$ cat src/rtl/button_conditioner.sv
// button_conditioner
// Conditions raw board pushbutton/switch pins for the SoC core. Each channel
// is handled independently: optional polarity inversion, a two-flop
// synchroniser, a stability-counter debouncer, registered edge pulses and a
// sticky interrupt-pending flag that stays set until the core acknowledges it.
//
// Ports:
//   clk          system clock
//   reset        asynchronous, active-high reset (clears every register)
//   btn_in       raw asynchronous pin levels, one bit per channel
//   irq_ack      per-channel acknowledge, clears irq_pending (pulse or level)
//   btn_level    debounced level, active-high
//   btn_rise     one-cycle pulse on a debounced 0->1 transition
//   btn_fall     one-cycle pulse on a debounced 1->0 transition
//   irq_pending  sticky press flag, set by btn_rise, cleared by irq_ack
//
// All outputs come straight from flops; no input reaches an output
// combinationally.
module button_conditioner #(
   parameter int NUM_BUTTONS     = 4,
   parameter int DEBOUNCE_CYCLES = 16000,
   parameter int CNT_WIDTH       = 16,
   parameter int ACTIVE_LOW      = 0
) (
   input  logic                   clk,
   input  logic                   reset,
   input  logic [NUM_BUTTONS-1:0] btn_in,
   input  logic [NUM_BUTTONS-1:0] irq_ack,
   output logic [NUM_BUTTONS-1:0] btn_level,
   output logic [NUM_BUTTONS-1:0] btn_rise,
   output logic [NUM_BUTTONS-1:0] btn_fall,
   output logic [NUM_BUTTONS-1:0] irq_pending
);

   // Terminal count: the mismatch seen on this count is the one that is
   // accepted, so a new level needs DEBOUNCE_CYCLES consecutive mismatches.
   localparam logic [CNT_WIDTH-1:0] CNT_LAST = CNT_WIDTH'(DEBOUNCE_CYCLES - 1);
   localparam logic [CNT_WIDTH-1:0] CNT_ONE  = CNT_WIDTH'(1);

   logic [NUM_BUTTONS-1:0]                pin_s;
   logic [NUM_BUTTONS-1:0]                sync1_r;
   logic [NUM_BUTTONS-1:0]                sync2_r;
   logic [NUM_BUTTONS-1:0][CNT_WIDTH-1:0] cnt_r;
   logic [NUM_BUTTONS-1:0][CNT_WIDTH-1:0] cnt_nxt_s;
   logic [NUM_BUTTONS-1:0]                level_nxt_s;
   logic [NUM_BUTTONS-1:0]                rise_nxt_s;
   logic [NUM_BUTTONS-1:0]                fall_nxt_s;
   logic [NUM_BUTTONS-1:0]                pending_nxt_s;

   // Polarity normalisation ahead of the synchroniser so everything after it
   // is active-high.
   always_comb begin
      pin_s = btn_in;
      if (ACTIVE_LOW != 0) begin
         pin_s = ~btn_in;
      end else begin
         pin_s = btn_in;
      end
   end

   // Debounce decision and sticky-flag update for every channel.
   always_comb begin
      cnt_nxt_s     = cnt_r;
      level_nxt_s   = btn_level;
      rise_nxt_s    = '0;
      fall_nxt_s    = '0;
      // A rise on the same edge as an ack wins: the press is not lost.
      pending_nxt_s = btn_rise | (irq_pending & ~irq_ack);
      for (int c = 0; c < NUM_BUTTONS; c++) begin
         if (sync2_r[c] == btn_level[c]) begin
            // Any cycle of agreement restarts the stability window.
            cnt_nxt_s[c] = '0;
         end else if (cnt_r[c] == CNT_LAST) begin
            cnt_nxt_s[c]   = '0;
            level_nxt_s[c] = sync2_r[c];
            rise_nxt_s[c]  = sync2_r[c];
            fall_nxt_s[c]  = ~sync2_r[c];
         end else begin
            cnt_nxt_s[c] = cnt_r[c] + CNT_ONE;
         end
      end
   end

   // State registers: synchroniser, counters, level, pulses and pending flags.
   always_ff @(posedge clk or posedge reset) begin
      if (reset) begin
         sync1_r     <= '0;
         sync2_r     <= '0;
         cnt_r       <= '0;
         btn_level   <= '0;
         btn_rise    <= '0;
         btn_fall    <= '0;
         irq_pending <= '0;
      end else begin
         sync1_r     <= pin_s;
         sync2_r     <= sync1_r;
         cnt_r       <= cnt_nxt_s;
         btn_level   <= level_nxt_s;
         btn_rise    <= rise_nxt_s;
         btn_fall    <= fall_nxt_s;
         irq_pending <= pending_nxt_s;
      end
   end

endmodule
$ cat config.mk
export PLATFORM = sky130hd
export DESIGN_NAME = button_conditioner
export DESIGN_NICKNAME = d
export VERILOG_FILES = /design/src/rtl/button_conditioner.sv
export SDC_FILE = /design/constraint.sdc
export NUM_CORES = 1
export LEC_CHECK = 0
export BUFFER_PORTS_ARGS = -buffer_cell sky130_fd_sc_hd__buf_4
export CAP_MARGIN = 25
export CORE_ASPECT_RATIO = 1.5
export CORE_MARGIN = 4
export CORE_UTILIZATION = 54
export DETAILED_ROUTE_END_ITERATION = 8
export GPL_TIMING_DRIVEN = 1
export PLACE_DENSITY = 0.73
export REMOVE_ABC_BUFFERS = 1
export SYNTH_ARGS = -nofsm -noshare
export SYNTH_HDL_FRONTEND = slang
export SYNTH_SLANG_ARGS = --single-unit
$ cat constraint.sdc
create_clock -name clk -period 2.4 [get_ports clk]
set_input_delay 0 -clock clk [delete_from_list [all_inputs] [get_ports clk]]
set_output_delay 0 -clock clk [all_outputs]
set_load 0.02 [all_outputs]
==> results.toml, run 1 <==
[status]
outcome = "finished, final reports clean"

[timing]
tightest_hold_margin_ns = 0.281
slew_headroom_pct = 53.6
timing.clock.skew_ns = 0.00791
final_worst_setup_slack_ns = 0.697
shortest_period_the_worst_path_allows_ns = 1.70
maxSlewViolCount = 0
max_freq_mhz = 587
tightest_slew_ns = 0.695
fin_setup_tns_ns = 0
finalHoldViolCount = 0
setup_repair_after_global_routing_missed_its_margin = "no"
setup-violations-final = 0
min_period_over_period_pct = 71.0

[worst_setup_path]
timing.setup.critical_path_class = "reg -> reg"
worstSetupStartpointType = "register"
rr_startpoint = "cnt_r[48]$_DFF_PP0_"
cp_data_arrival_time_ns = 1.94
cp_cell_instances = "ha_1 -> nand3_1 -> nor3_1 -> a31o_2 -> nor2_1"
cpLargestDelayFamily = "simple AND/OR/NAND/NOR gates"
rr_endpoint = "cnt_r[62]$_DFF_PP0_"
timing.critical_path.slowest_cell_delay_ns = 0.40
critical_path.n_buffers_inverters = 0
critical_path_capture_point_type = "register"
required_ns = 2.63
reg2reg_setup_slack_ns = 0.70
timing.critical_path.fanout_max = 15
cpMaxStageDelayCell = "sky130_fd_sc_hd__dfrtp_1"
rr_worst_depth = 5

[synth]
synthArstFlopShare_pct = 100
synth-main-ff-cell = "sky130_fd_sc_hd__dfrtp_1"
synthesis.yosys.warnings = 0
sequential_fraction_of_the_synthesis_area_pct = 55.8
synthXorXnorAreaFrac_pct = 13.1
synth-compound-area-share_pct = 2.47
synth_simple_gate_area_share_pct = 23.4
synth_fa_ha_area_share_pct = 1.27
dominant_combinational_cell_family_by_area_after_synthesis = "simple AND/OR/NAND/NOR gates"
ys_types = 37
ys_seq_elements = 88
mappedNetlistArea_sq_mm = 0.00394
share_of_cell_area_taken_by_muxes_after_synthesis_pct = 1.24
synth_area_per_cell_sq_um = 10.6
netlist_instances = 372
synth-edff-count = 0

[clocking]
tritoncts = "done"
tritoncts_num_sinks = 88
number_of_setup_buffers_added_after_cts = 0
cts_inserted_buffers = 9
postCtsHoldBufs = 9
clkSlewWorstSetupHoldPaths_ns = 0.08
cts_root_buffer = "sky130_fd_sc_hd__clkbuf_8"
cts.path.max_buffers = 2
ctsHtreeMaxLevel = 3
clkLatencyLatePin_ns = 0.36
post_cts_resized = 0

[grt]
antenna_found_initial = 0
grt_use_met3_pct = 3.53
total_global_route_track_usage_pct = 17.4
grt.busiest_layer = "met2"
grt.overflow.total = 0
maximum_number_of_pins_on_one_net_before_global_route_repair = 50
grtUsageMet2_pct = 29.7
met1_use_gr_pct = 20.5
number_of_global_route_vias_before_repair = 2783
grt_pass1_wl_um = 12200

[layout]
layout-area-overhead-vs-synth_pct = 14.7
finalNonFillerCells = 512
most_used_cells_in_the_layout_excluding_fill_and_tap_cells = "88 x sky130_fd_sc_hd__dfrtp_1, 68 x sky130_fd_sc_hd__nor2_1, 43 x sky130_fd_sc_hd__xnor2_1"
layout.core_utilization_pct = 64.7
fraction_of_layout_instances_using_a_drive_strength_above_1_pct = 13.3
final_net_count = 424
antenna_cells_inserted = 0
final_common_cell = "sky130_fd_sc_hd__dfrtp_1"
fin_area_sq_mm = 0.00452

[power]
worst_ir_drop_vdd_mv = 0.408
power.static_leakage_nw = 1.97
power.density_mw_per_mm2 = 595
total_chip_power_mw = 2.69

[job]
cap_viol_max_count = 0

[min_path]
worst_hold_path_type = "in -> async"

[place]
finalWeightedCongestion = 0.802
place.detailed.instances = 487
dpl.hpwl_um = 4670
dpl_worst_slack_ns = 0.706
place.port_buffers = 25
cell_area_placed_sq_mm = 0.00423

[floorplanning]
floorplan.die.height_um = 113
rows = 37
boundaryPins = 26
start_util_pct = 56.4
core_region_area_sq_mm = 0.00699
die-area_sq_mm = 0.00876
die_width_um = 77.8

[route]
detail_route.vias_per_cell = 5.34
drtPass1Iterations = 4
detail_route.wl_per_cell_um = 13.3
route.final.wire_length_um = 6800
drc = 0
vias = 2733
detailedRoute.firstIterationViolations = 113
ant_nets = 0
==> final cells by class <==
class                      count  area [sq um]
fill                         570          2470
sequential                    88          2200
multi-input combinational    260          1630
inverter                      16          61.3
timing repair buffer          35           298
clock inverter                 4          51.3
tap                           97           121
clock buffer                  12           155
==> cells in the mapped netlist, drive strengths merged (6+ instances only) <==
cell | n | share of area [%]
nor4 | 20 | 3.2
xor2 | 16 | 3.6
nor3 | 12 | 1.8
xnor2 | 43 | 9.5
nor2 | 68 | 6.5
inv | 16 | 1.5
nand2 | 15 | 1.5
nor3b | 8 | 1.5
and3 | 6 | 0.98
dfrtp | 88 | 56
nand3 | 27 | 3.6
nand4 | 16 | 2.5
buf | 6 | 0.98
==> layer usage <==
layer  vias to the layer above  part of all wire [%]
li1                       1343                     -
met1                      1336                    43
met2                        47                    51
met3                         7                   3.6
met4                         0                   2.0
met5                         -                     0
==> worst register-to-register path: cells and delay by family (launching register included) <==
family / cells / cell delay [ns]
compound gates: 1 / 0.40
simple gates: 3 / 0.56
fa+ha+maj: 1 / 0.22
flops: 1 / 0.40
==> cells by family after synthesis <==
kind of cell,after synthesis
buf+inv,24
compound gates,12
mux,4
fa+ha+maj,4
simple gates,181
flops,88
xor+xnor,59
==> sequential cells by signal, summed over array words and instances (netlist names) <==
| signal | flops |
|---|---|
| btn_fall | 4 |
| btn_level | 4 |
| cnt_r | 64 |
| sync1_r | 4 |
| sync2_r | 4 |
| btn_rise | 4 |
| irq_pending | 4 |
==> how the worst max path moves through the flow <==
stage                              startpoint                       end  slack (ns)  cells after the start
final                     cnt_r[48]$_DFF_PP0_       cnt_r[62]$_DFF_PP0_        0.70                      5
after global routing       cnt_r[0]$_DFF_PP0_       cnt_r[13]$_DFF_PP0_        0.53                      5
after CTS                 cnt_r[48]$_DFF_PP0_       cnt_r[62]$_DFF_PP0_        0.68                      5
after detailed placement   cnt_r[0]$_DFF_PP0_        cnt_r[3]$_DFF_PP0_        0.71                      5
after global placement    cnt_r[48]$_DFF_PP0_  btn_level[3]$_DFFE_PP0P_        0.74                      5
after floorplan                         reset     btn_fall[0]$_DFF_PP0_        0.12                      1
==> report_power, final <==
group / internal [mW] / switching [mW] / leakage [nW]
Sequential: 1.50 / 0.0233 / 1.20
Combinational: 0.0455 / 0.0648 / 0.671
Clock: 0.540 / 0.513 / 0.103
Total: 2.09 / 0.601 / 1.97
(Power assumes the default switching activity.)
==> run 2: changes to the inputs <==
--- a/config.mk
+++ b/config.mk
@@ -5,14 +5,15 @@
 export SDC_FILE = /design/constraint.sdc
 export NUM_CORES = 1
 export LEC_CHECK = 0
+export ABC_AREA = 1
 export BUFFER_PORTS_ARGS = -buffer_cell sky130_fd_sc_hd__buf_4
 export CAP_MARGIN = 25
 export CORE_ASPECT_RATIO = 1.5
 export CORE_MARGIN = 4
-export CORE_UTILIZATION = 54
+export CORE_UTILIZATION = 55
 export DETAILED_ROUTE_END_ITERATION = 8
 export GPL_TIMING_DRIVEN = 1
-export PLACE_DENSITY = 0.73
+export PLACE_DENSITY = 0.74
 export REMOVE_ABC_BUFFERS = 1
 export SYNTH_ARGS = -nofsm -noshare
 export SYNTH_HDL_FRONTEND = slang
==> constraint.sdc (replaced) <==
create_clock -name clk -period 1.45 [get_ports clk]
set_input_delay 0 -clock clk [delete_from_list [all_inputs] [get_ports clk]]
set_output_delay 0 -clock clk [all_outputs]
set_load 0.02 [all_outputs]
==> run 2 against run 1 <==
Final area rose by 15%. Clock skew fell by 0.0015 ns. Clock power rose by 110%. Maximum frequency rose by 25%. Sequential share of layout area fell by 6.5 points. First-iteration DRC count rose by 49%. Clock-buffer cell count rose by 1. Power rose by 86%. Non-clock buffer count rose by 13. Critical path depth rose by 2. Critical path type unchanged. Largest power group unchanged.
==> results.toml, run 2 <==
[status]
outcome = "finished, final reports clean"

[clocking]
clkLatencyLatePin_ns = 0.34
clkSlewWorstSetupHoldPaths_ns = 0.06
cts_root_buffer = "sky130_fd_sc_hd__clkbuf_16"
cts.path.max_buffers = 2
ctsHtreeMaxLevel = 3
cts_inserted_buffers = 9
tritoncts_num_sinks = 88
tritoncts = "done"

[worst_setup_path]
timing.critical_path.fanout_max = 4
required_ns = 1.67
cpMaxStageDelayCell = "sky130_fd_sc_hd__dfrtp_1"
cp_cell_instances = "ha_1 -> nand3_2 -> nor2_4 -> nand4_4 -> buf_4 -> nand2_1 -> o21ai_0"
rr_endpoint = "btn_level[0]$_DFFE_PP0P_"
rr_worst_depth = 7
rr_startpoint = "cnt_r[0]$_DFF_PP0_"
worstSetupStartpointType = "register"
timing.critical_path.slowest_cell_delay_ns = 0.35
cp_data_arrival_time_ns = 1.58
reg2reg_setup_slack_ns = 0.09
critical_path_capture_point_type = "register"
timing.setup.critical_path_class = "reg -> reg"

[layout]
layout-area-overhead-vs-synth_pct = 19.0
final_net_count = 607
largest_register_ffs = 64
max_flop_register = "cnt_r"
antenna_cells_inserted = 0
layout.core_utilization_pct = 67.8
finalNonFillerCells = 700
fraction_of_layout_instances_using_a_drive_strength_above_1_pct = 15.7
final_common_cell = "sky130_fd_sc_hd__nand2_1"
most_used_cells_in_the_layout_excluding_fill_and_tap_cells = "138 x sky130_fd_sc_hd__nand2_1, 111 x sky130_fd_sc_hd__nor2_1, 88 x sky130_fd_sc_hd__dfrtp_1"

[power]
cell_internal_pwr_mw = 3.93
worst_ir_drop_vdd_mv = 0.686
p_clk_share_pct = 44.8
pwr-share-comb_pct = 4.8
power.density_mw_per_mm2 = 959
seqPwrFrac_pct = 50.4
power.switching_mw = 1.08
power.static_leakage_nw = 2.24
switching_fraction_pct = 21.6

[grt]
total_global_route_track_usage_pct = 19.5
grt.overflow.total = 0
antenna_found_initial = 0
number_of_global_route_vias_before_repair = 3435
grt_pass1_wl_um = 14700
maximum_number_of_pins_on_one_net_before_global_route_repair = 45

[route]
met2_wirelength_um = 4510
drc = 0
route.final.wire_length_um = 8410
ant_nets = 0
detail_route.wl_per_cell_um = 12.0
detail_route.vias_per_cell = 5.02
met1_length_um = 3470
vias = 3511
route.met3.wl_um = 252
top_signal_layer_used = "met4"
drtPass1Iterations = 4
detailedRoute.firstIterationViolations = 168

[synth]
ys_types = 25
synthArstFlopShare_pct = 100
synth-main-ff-cell = "sky130_fd_sc_hd__dfrtp_1"
synth-edff-count = 0
synthesis.yosys.warnings = 0
netlist.top_cell.by_area = "sky130_fd_sc_hd__dfrtp_1"
yosysMostFrequentCell = "sky130_fd_sc_hd__nand2_1"
ys_seq_elements = 88
synth_area_per_cell_sq_um = 8.17
mappedNetlistArea_sq_mm = 0.00439
yosys-top-cells-area = "sky130_fd_sc_hd__dfrtp_1 50%, sky130_fd_sc_hd__nand2_1 12%, sky130_fd_sc_hd__nor2_1 9.7%"
portion_of_synthesized_cell_area_occupied_by_the_leading_cell_type_pct = 50.2
netlist_top_cells_count = "138 x sky130_fd_sc_hd__nand2_1, 113 x sky130_fd_sc_hd__nor2_1, 88 x sky130_fd_sc_hd__dfrtp_1, 61 x sky130_fd_sc_hd__inv_1, 21 x sky130_fd_sc_hd__nand3_1"
netlist_instances = 537
sequential_fraction_of_the_synthesis_area_pct = 50.2

[floorplanning]
floorplan.die.height_um = 117
core_region_area_sq_mm = 0.00771
start_util_pct = 56.9
die_width_um = 80.9
rows = 39
boundaryPins = 26
die-area_sq_mm = 0.00950

[min_path]
worst_hold_path_type = "in -> async"

[timing]
finalHoldViolCount = 0
min_period_over_period_pct = 93.8
tightest_hold_margin_ns = 0.179
max_freq_mhz = 735
tightest_slew_ns = 0.354
maxSlewViolCount = 0
timing.clock.skew_ns = 0.00637
final_worst_setup_slack_ns = 0.0900
slew_headroom_pct = 76.2
setup-violations-final = 0
shortest_period_the_worst_path_allows_ns = 1.36

[place]
place.port_buffers = 25
finalWeightedCongestion = 0.851
place.detailed.instances = 673
dpl_worst_slack_ns = 0.00531
dpl.hpwl_um = 5850

[job]
cap_viol_max_count = 0
run 2: logic make-up (layout without fill, tap and decap cells):
| family | after synthesis | in the layout | synth area share, % |
|---|---|---|---|
| AOI/OAI and AO/OA | 28 | 28 | 3.65 |
| adders and majority gates | 4 | 4 | 1.14 |
| xor gates and xnor gates | 23 | 23 | 4.59 |
| DFF | 88 | 88 | 50.2 |
| and+or+nand+nor | 329 | 330 | 34.1 |
| buffers and inverters | 65 | 125 | 6.30 |
run 2: worst max-delay path, delay by kind of cell, from the launching register on:
family                   cells  cell delay (ns)
buffers and inverters        1             0.16
flip-flops                   1             0.35
AO/OA/AOI/OAI                1             0.08
adder cells (fa/ha/maj)      1             0.20
AND/OR/NAND/NOR              4             0.45
run 2: through the flow:
step | TNS, ns | cell area, sq um | total power, mW
final | 0 | 5220 | 5.01
after global routing | -0.00200 | 5220 | 5.19
after CTS | 0 | 5140 | 5.05
after detailed placement | 0 | 4770 | 2.78
after global placement | 0 | 4770 | 2.77
after floorplan | -72.91 | 4340 | 2.69
run 2: area by class of cell:
type | instances | area, sq um
sequential | 88 | 2200
fill | 664 | 2490
tap | 102 | 128
multi-input combinational | 385 | 1990
timing repair buffer | 48 | 395
clock inverter | 3 | 42.5
inverter | 61 | 230
clock buffer | 13 | 240
run 2: layer usage:
layer  up-vias  track usage, %
met1      1663            23.7
li1       1780               -
met5         -               0
met4         0            8.14
met3        15            3.30
met2        53            33.3
run 2: power groups by stage:
| stage | Sequential [mW] | Clock, mW | Combinational, mW |
|---|---|---|---|
| global route | 2.53 | 2.39 | 0.275 |
| CTS | 2.52 | 2.30 | 0.230 |
| finish | 2.53 | 2.25 | 0.239 |
| detailed placement | 2.57 | 0 | 0.208 |
| floorplan | 2.56 | 0 | 0.123 |
| global placement | 2.56 | 0 | 0.201 |
run 2: what timing repair did:
| action | 4_1_cts | 5_1_grt |
|---|---|---|
| setup endpoints to repair | 3 | 43 |
| buffers inserted | 0 | 1 |
| endpoints found under the hold margin | 96 | 0 |
| hold buffers | 9 | 0 |
| pin swaps | 0 | 2 |
| cloned | 0 | 1 |
| resized for setup | 1 | 12 |
run 2: how the worst max path moves through the flow:
stage	start	to	slack, ns	cells past startpoint
6_report	cnt_r[0]$_DFF_PP0_	btn_level[0]$_DFFE_PP0P_	0.09	7
5_1_grt	cnt_r[0]$_DFF_PP0_	btn_level[0]$_DFFE_PP0P_	-0.002	6
4_1_cts	cnt_r[49]$_DFF_PP0_	cnt_r[61]$_DFF_PP0_	0.01	6
3_5_place_dp	cnt_r[32]$_DFF_PP0_	cnt_r[45]$_DFF_PP0_	0.005	6
3_3_place_gp	cnt_r[32]$_DFF_PP0_	cnt_r[45]$_DFF_PP0_	0.06	6
2_1_floorplan	reset	btn_fall[0]$_DFF_PP0_	-0.83	1
==> run 3: changes to the inputs <==
--- a/config.mk
+++ b/config.mk
@@ -12,7 +12,7 @@
 export CORE_MARGIN = 4
 export CORE_UTILIZATION = 55
 export DETAILED_ROUTE_END_ITERATION = 8
-export GPL_TIMING_DRIVEN = 1
+export GPL_TIMING_DRIVEN = 0
 export PLACE_DENSITY = 0.74
 export REMOVE_ABC_BUFFERS = 1
 export SYNTH_ARGS = -nofsm -noshare
==> constraint.sdc (replaced) <==
create_clock -name clk -period 1.45 [get_ports clk]
set_input_delay 0.2175 -clock clk [delete_from_list [all_inputs] [get_ports clk]]
set_output_delay 0.2175 -clock clk [all_outputs]
set_load 0.02 [all_outputs]
==> run 3 against run 2 <==
Utilization barely moved. First-iteration DRC count fell by 3.6%. Via count rose by 0.20%. Highest routed layer unchanged. Clock skew rose by 0.0037 ns. Worst setup slack got worse by 0.030 ns. Non-clock buffer count fell by 10. Power rose by 1.1%. Final area barely moved. Worst hold slack got worse by 0.12 ns. Maximum frequency fell by 2.2%. Largest cell class unchanged. Critical path depth fell by 3.
==> results.toml, run 3 (synthesis gave the netlist of run 2 again) <==
[power]
pwr-share-comb_pct = 4.5
switching_fraction_pct = 21.7
cell_internal_pwr_mw = 3.97
p_clk_share_pct = 45.5
power.switching_mw = 1.10
power.static_leakage_nw = 2.24
power.density_mw_per_mm2 = 969
seqPwrFrac_pct = 50.0
worst_ir_drop_vdd_mv = 0.986

[worst_setup_path]
worstSetupStartpointType = "register"
timing.critical_path.fanout_max = 6
critical_path_capture_point_type = "register"
timing.setup.critical_path_class = "reg -> reg"
cp_data_arrival_time_ns = 1.61
required_ns = 1.67

[grt]
total_global_route_track_usage_pct = 18.7
number_of_global_route_vias_before_repair = 3386
antenna_found_initial = 0
grt.overflow.total = 0
grt_pass1_wl_um = 14300
maximum_number_of_pins_on_one_net_before_global_route_repair = 68

[layout]
most_used_cells_in_the_layout_excluding_fill_and_tap_cells = "138 x sky130_fd_sc_hd__nand2_1, 108 x sky130_fd_sc_hd__nor2_1, 88 x sky130_fd_sc_hd__dfrtp_1"
finalNonFillerCells = 692
antenna_cells_inserted = 0
fraction_of_layout_instances_using_a_drive_strength_above_1_pct = 16.4
max_flop_register = "cnt_r"
final_net_count = 599
largest_register_ffs = 64
fin_area_sq_mm = 0.00523
layout.core_utilization_pct = 67.8
final_common_cell = "sky130_fd_sc_hd__nand2_1"
layout-area-overhead-vs-synth_pct = 19.1

[route]
vias = 3518
drc = 0
route.final.wire_length_um = 8290
detail_route.wl_per_cell_um = 12.0
ant_nets = 0
drtPass1Iterations = 4
detail_route.vias_per_cell = 5.08
detailedRoute.firstIterationViolations = 162

[timing]
maxSlewViolCount = 0
shortest_period_the_worst_path_allows_ns = 1.39
setup-violations-final = 0
timing.clock.skew_ns = 0.0101
finalHoldViolCount = 0
slew_headroom_pct = 73.5
tightest_slew_ns = 0.394
min_period_over_period_pct = 95.9
max_freq_mhz = 719

[place]
finalWeightedCongestion = 0.823
place.detailed.instances = 661
place.port_buffers = 25
cell_area_placed_sq_mm = 0.00469
dpl.hpwl_um = 5480

[clocking]
tritoncts_num_sinks = 88
clkLatencyLatePin_ns = 0.34
ctsHtreeMaxLevel = 3
cts_root_buffer = "sky130_fd_sc_hd__clkbuf_16"
cts_inserted_buffers = 9
clkSlewWorstSetupHoldPaths_ns = 0.06
tritoncts = "done"
cts.path.max_buffers = 2

[status]
outcome = "finished, final reports clean"

[job]
cap_viol_max_count = 0

[floorplanning]
start_util_pct = 56.9
rows = 39
floorplan.die.height_um = 117
core_region_area_sq_mm = 0.00771
die_width_um = 80.9
boundaryPins = 26
die-area_sq_mm = 0.00950

[min_path]
worst_hold_path_type = "in -> reg"
==> run 3: final cells by class <==
cell class / instances / area [sq um]
sequential: 88 / 2200
fill: 624 / 2480
clock inverter: 5 / 56.3
multi-input combinational: 387 / 2050
clock buffer: 11 / 243
timing repair buffer: 38 / 318
inverter: 61 / 231
tap: 102 / 128
==> run 3: through the flow <==
| step | setup slack, ns | setup TNS, ns | total power, mW | hold WS [ns] |
|---|---|---|---|---|
| 2_1_floorplan | -1.05 | -92.05 | 2.69 | 0.249 |
| 3_3_place_gp | -2.04 | -180.62 | 2.74 | 0.327 |
| 3_5_place_dp | -0.116 | -1.60 | 2.76 | 0.199 |
| 4_1_cts | 0.000311 | 0 | 5.06 | 0.0521 |
| 5_1_grt | -0.0707 | -0.696 | 5.24 | 0.0570 |
| 6_report | 0.0599 | 0 | 5.06 | 0.0568 |
==> run 3: worst paths after layout <==
check	startpoint	to	slack, ns	cells after the start
worst max-delay path	cnt_r[39]$_DFF_PP0_	cnt_r[45]$_DFF_PP0_	0.06	4
worst min-delay path	irq_ack[1]	irq_pending[1]$_DFF_PP0_	0.06	2
worst max register to register	cnt_r[39]$_DFF_PP0_	cnt_r[45]$_DFF_PP0_	0.06	4
worst min register to register	sync1_r[0]$_DFF_PP0_	sync2_r[0]$_DFF_PP0_	0.34	0
max in group asynchronous	reset	cnt_r[15]$_DFF_PP0_	0.48	4
min in group asynchronous	reset	cnt_r[27]$_DFF_PP0_	0.38	3
==> run 3: worst max-delay path, cell delays in order, from the launching register on <==
cell,delay [ns]
sky130_fd_sc_hd__dfrtp_1,0.44
sky130_fd_sc_hd__nor3_1,0.39
sky130_fd_sc_hd__nand4_4,0.22
sky130_fd_sc_hd__nand2_4,0.16
sky130_fd_sc_hd__nor2_1,0.06
==> run 3: metal layers <==
layer  GRT usage [%]  vias to the layer above  part of all wire (%)
li1                -                     1771                     -
met1            22.4                     1663                    41
met2            31.8                       68                    53
met3            2.45                       16                   2.8
met4            9.73                        0                   2.8
met5               0                        -                     0
==> run 3: repair_timing <==
item / CTS / global route
endpoints found under the setup margin: 43 / 55
gates resized for setup: 5 / 17
setup buffers: 2 / 5
cloned: 0 / 3
hold endpoints to repair: 25 / 0
hold buffers: 5 / 0
pin swaps: 1 / 11
==> run 3: power groups by stage <==
stage               logic, mW  clock network (mW)  registers, mW
floorplan               0.123                   0           2.56
detailed placement      0.185                   0           2.57
CTS                     0.201                2.34           2.53
finish                  0.229                2.30           2.53
global route            0.269                2.43           2.54
global placement        0.170                   0           2.57
